$ cat src/rtl/cordic_vectoring.sv
// cordic_vectoring: iterative CORDIC vectoring engine returning magnitude and atan2 phase of a Q1.15 pair
module cordic_vectoring #(
  parameter int ITER = 8
) (
  input  logic               clk,
  input  logic               rst,
  input  logic               in_valid,
  output logic               in_ready,
  input  logic signed [15:0] x_in,
  input  logic signed [15:0] y_in,
  output logic               out_valid,
  input  logic               out_ready,
  output logic        [16:0] mag_out,
  output logic signed [17:0] phase_out
);
  typedef enum logic [1:0] {S_IDLE, S_ITER, S_SCALE, S_DONE} state_t;
  localparam logic signed [17:0] PI = 18'sd102944;
  localparam logic signed [16:0] K = 17'sh04DBA;
  localparam logic [2:0] N_LAST = 3'(ITER - 1);
  state_t             state_q;
  logic        [2:0]  n_q;
  logic signed [17:0] x_q, y_q, z_q, x_d, y_d, z_d, xe, ye, atan;
  logic signed [34:0] prod;
  logic        [16:0] mag_q;
  logic signed [17:0] ph_q;
  logic               zero_q;
  function automatic logic signed [17:0] atan_lut(input logic [2:0] k);
    case (k)
      3'd0: return 18'sh06488;
      3'd1: return 18'sh03B59;
      3'd2: return 18'sh01F5B;
      3'd3: return 18'sh00FEB;
      3'd4: return 18'sh007FD;
      3'd5: return 18'sh00400;
      3'd6: return 18'sh00200;
      default: return 18'sh00100;
    endcase
  endfunction
  always_comb begin
    xe   = {{2{x_in[15]}}, x_in};
    ye   = {{2{y_in[15]}}, y_in};
    atan = atan_lut(n_q);
    x_d  = y_q[17] ? x_q - (y_q >>> n_q) : x_q + (y_q >>> n_q);
    y_d  = y_q[17] ? y_q + (x_q >>> n_q) : y_q - (x_q >>> n_q);
    z_d  = y_q[17] ? z_q - atan : z_q + atan;
    prod = 35'(x_q) * 35'(K);
  end
  always_ff @(posedge clk) begin
    if (!rst) begin
      state_q <= S_IDLE;
      n_q     <= '0;
      x_q     <= '0;
      y_q     <= '0;
      z_q     <= '0;
      mag_q   <= '0;
      ph_q    <= '0;
      zero_q  <= 1'b0;
    end else begin
      case (state_q)
        S_IDLE: if (in_valid) begin
          // left half-plane vectors are pre-rotated by pi so the iterations only cover +-pi/2
          x_q     <= x_in[15] ? -xe : xe;
          y_q     <= x_in[15] ? -ye : ye;
          z_q     <= x_in[15] ? (y_in[15] ? -PI : PI) : '0;
          n_q     <= '0;
          zero_q  <= (x_in == 16'sd0) && (y_in == 16'sd0);
          state_q <= S_ITER;
        end
        S_ITER: begin
          x_q     <= x_d;
          y_q     <= y_d;
          z_q     <= z_d;
          n_q     <= n_q + 3'd1;
          state_q <= (n_q == N_LAST) ? S_SCALE : S_ITER;
        end
        S_SCALE: begin
          mag_q   <= zero_q ? '0 : 17'(prod >>> 15);
          ph_q    <= zero_q ? '0 : z_q;
          state_q <= S_DONE;
        end
        S_DONE: if (out_ready) state_q <= S_IDLE;
      endcase
    end
  end
  assign in_ready  = state_q == S_IDLE;
  assign out_valid = state_q == S_DONE;
  assign mag_out   = mag_q;
  assign phase_out = ph_q;
endmodule

$ cat config.mk
export PLATFORM = sky130hd
export DESIGN_NAME = cordic_vectoring
export DESIGN_NICKNAME = d
export VERILOG_FILES = /design/src/rtl/cordic_vectoring.sv
export SDC_FILE = /design/constraint.sdc
export NUM_CORES = 1
export LEC_CHECK = 0
export CAP_MARGIN = 20
export CORE_ASPECT_RATIO = 0.5
export CORE_MARGIN = 3
export CORE_UTILIZATION = 63
export DETAILED_ROUTE_END_ITERATION = 10
export MAX_ROUTING_LAYER = met4
export PLACE_DENSITY = 0.83
export SYNTH_ARGS = -nofsm -noshare
export SYNTH_HDL_FRONTEND = slang
export SYNTH_SLANG_ARGS = --single-unit
export TNS_END_PERCENT = 100
$ cat constraint.sdc
create_clock -name clk -period 6.2 [get_ports clk]
set_input_delay 0.93 -clock clk [delete_from_list [all_inputs] [get_ports clk]]
set_output_delay 0.93 -clock clk [all_outputs]
set_load 0.05 [all_outputs]
==> metrics.txt <==
run status finished, final reports clean; grt total ovfl 0; most frequent cells in the layout inv_1, ha_1, a21oi_1; die height around 110 um; hold buffer count at cts 0; Final Skew slightly above 0.01 ns; MaxCap Viol Count 0; drt first-iter violations between 1000 and 1500; Routed Antenna Nets 0; busiest grt layer met1; Area Overhead vs Synth 9.71%; CP Launch Type flop; mapped cell area about 14000 um2; number of port buffers 72; Slew Viols, Final 0; CP arrival around 6.2 ns; initial antenna violation count 0; htree depth 3; Root Buffer Master clkbuf_16; Worst-Margin Slew roughly 0.98 ns; global-route wire length before repair between 60000 and 70000 um; GR Util All Layers between 30% and 40%; CTS tree done; die area about 24000 um2; DRC Markers 0; Reg clk slew, reported paths around 0.08 ns; final hold vios 0; TNS Setup 0 ns; row count 38; Routed WL slightly below 40000 um; met1 GRT Util about half; Post-Syn Nets 1970; detailed-route wire length per cell between 15 and 20 um; Detail Placement HPWL 31500 um; multi-input logic area around 11000 um2; pin count of the biggest net entering global routing between 50 and 60; Clock Tree Buf Depth 2; sequential element share of the synthesized area between 10% and 20%; register area about 1900 um2; setup bufs post-CTS 0; CTS buffer count 9; ys flop type dfxtp_1; fill cell count about 1700; Final period util a little over nine tenths; kind of critical path flop to flop; number of synthesized flops with an enable pin 0; met2 GRT Util roughly 48%; worst setup margin slightly below 0.3 ns; final setup fails 0; Setup WS pre-CTS roughly 0.30 ns; commonest non-fill, non-tap cell in the layout inv_1; CORE AREA roughly 22000 um2; Tmin final slightly below 6 ns; RePlAce Congestion just over 1; Final #Nets around 2000; slew margin rel. 34.7%; crit end category flop; Cells after Synth 1643; M3 GR Usage under 10%; vias in the first global route between 10000 and 15000; ys async rst share 0%; diode count 0; Num Clock Sinks 95; WP data required 6.48 ns; RSZ-0062 raised after global routing no; Mapped Avg Cell Area about 8.6 um2; Ports 73; number of vias per cell ~6.3; Min-Delay Path Class flop to flop; Netlist cell types just under 80; layout cells sized above 1 around 6%; clk_lat worst skew between 0.3 and 0.4 ns; Initial Util 64.9%; Syn. warnings 0; fmax between 150 and 200 MHz; Initial DRT Pass Iterations 5; worst-path fanout max 7; die width between 200 and 250 um; Synth Register Bits 95; DR vias 12500
==> routing by layer <==
metal | routed length (um) | share of wire [%] | up-vias
met5 | 0 | 0 | -
met4 | 690 | 1.7 | 0
met3 | 3920 | 9.9 | 68
li1 | - | - | 5790
met2 | 16500 | 42 | 582
met1 | 18500 | 47 | 6044
==> worst max-delay path, cell delays in order, from the launching register on <==
cell and delay (ns):
dfxtp_1 0.55, ha_1 0.36, inv_1 0.10, fa_1 0.51, inv_1 0.05, fa_1 0.54
fa_1 0.44, fa_1 0.54, inv_1 0.05, fa_1 0.53, inv_1 0.04, ha_1 0.33
a211oi_1 0.24, o21ai_0 0.17, a31oi_1 0.20, a21boi_0 0.22, buf_4 0.16, a21bo_2 0.17
o21ai_1 0.11, a21oi_1 0.21, xnor2_1 0.09, a22o_1 0.19
==> sequential cells by signal, indices dropped and copies added, names as in the netlist, named ones only <==
name / flops
n_q: 3
z_q: 18
y_q: 18
zero_q: 1
phase_out: 18
mag_out: 17
state_q: 1
x_q: 18
==> synthesized netlist by cell type, types with 9 or more instances <==
library cell | count | area share (%)
inv_1 | 257 | 6.8
ha_1 | 168 | 15
a21oi_1 | 126 | 4.4
fa_1 | 123 | 17
nor2_1 | 119 | 3.1
dfxtp_1 | 95 | 13
nand2_1 | 77 | 2.0
xnor2_1 | 74 | 4.6
o21ai_0 | 64 | 2.3
clkbuf_1 | 52 | 1.4
xor2_1 | 41 | 2.5
a21o_1 | 27 | 1.4
mux2i_1 | 26 | 1.8
nor3_1 | 26 | 0.92
mux4_2 | 20 | 3.2
o221ai_1 | 20 | 1.2
nor3b_1 | 19 | 1.0
a221oi_1 | 17 | 1.0
a211oi_1 | 16 | 0.85
a31oi_1 | 16 | 0.71
nand2b_1 | 15 | 0.66
nand3_1 | 15 | 0.53
nor2b_1 | 15 | 0.66
or3_1 | 14 | 0.62
nand4_1 | 11 | 0.49
o211ai_1 | 10 | 0.53
o21bai_1 | 10 | 0.53
o31ai_1 | 10 | 0.53
and2_1 | 9 | 0.40
buf_1 | 9 | 0.24
nor4_1 | 9 | 0.40
o21a_1 | 9 | 0.48
==> cell type report <==
class	instances	area share (%)
Sequential cell	95	12.2
Timing Repair Buffer	110	6.51
Inverter	259	6.25
Clock buffer	9	1.45
Tap cell	300	2.41
Multi-Input combinational cell	1217	70.5
Clock inverter	7	0.627
==> worst paths after layout <==
path | startpoint | to | slack, ns | depth (start not counted)
max | x_q[12] | mag_out[16] | 0.29 | 21
max reg2reg | x_q[12] | mag_out[16] | 0.29 | 21
min reg2reg | mag_out[10] | mag_out[10] | 0.46 | 2
min | mag_out[10] | mag_out[10] | 0.46 | 2
==> logic make-up after synthesis <==
family	after synthesis	share of synthesized area [%]
buffers and inverters	331	9.29
multiplexers	68	7.70
AND/OR/NAND/NOR	362	12.7
flip-flops	95	13.4
adder cells (fa/ha/maj)	291	32.2
AO/OA/AOI/OAI	381	17.6
XOR/XNOR	115	7.10
==> stage by stage <==
| stage | cell area (um2) | cells | util, % | hold WS (ns) |
|---|---|---|---|---|
| after global routing | 15600 | 1997 | 71.1 | 0.496 |
| after detailed placement | 15200 | 1980 | 69.6 | 0.447 |
| after CTS | 15500 | 1996 | 71.1 | 0.467 |
| final | 15600 | 1997 | 71.1 | 0.463 |
| after floorplan | 14200 | 1643 | - | 0.444 |
| after global placement | 15200 | 1980 | 69.6 | 0.433 |
==> timing repair <==
item	4_1_cts	5_1_grt
gates resized for setup	0	1
setup endpoints to repair	0	1
hold endpoints to repair	0	0
Power is not shown: default switching activity piles up to over one toggle a cycle in this logic, so the estimate is an artifact.
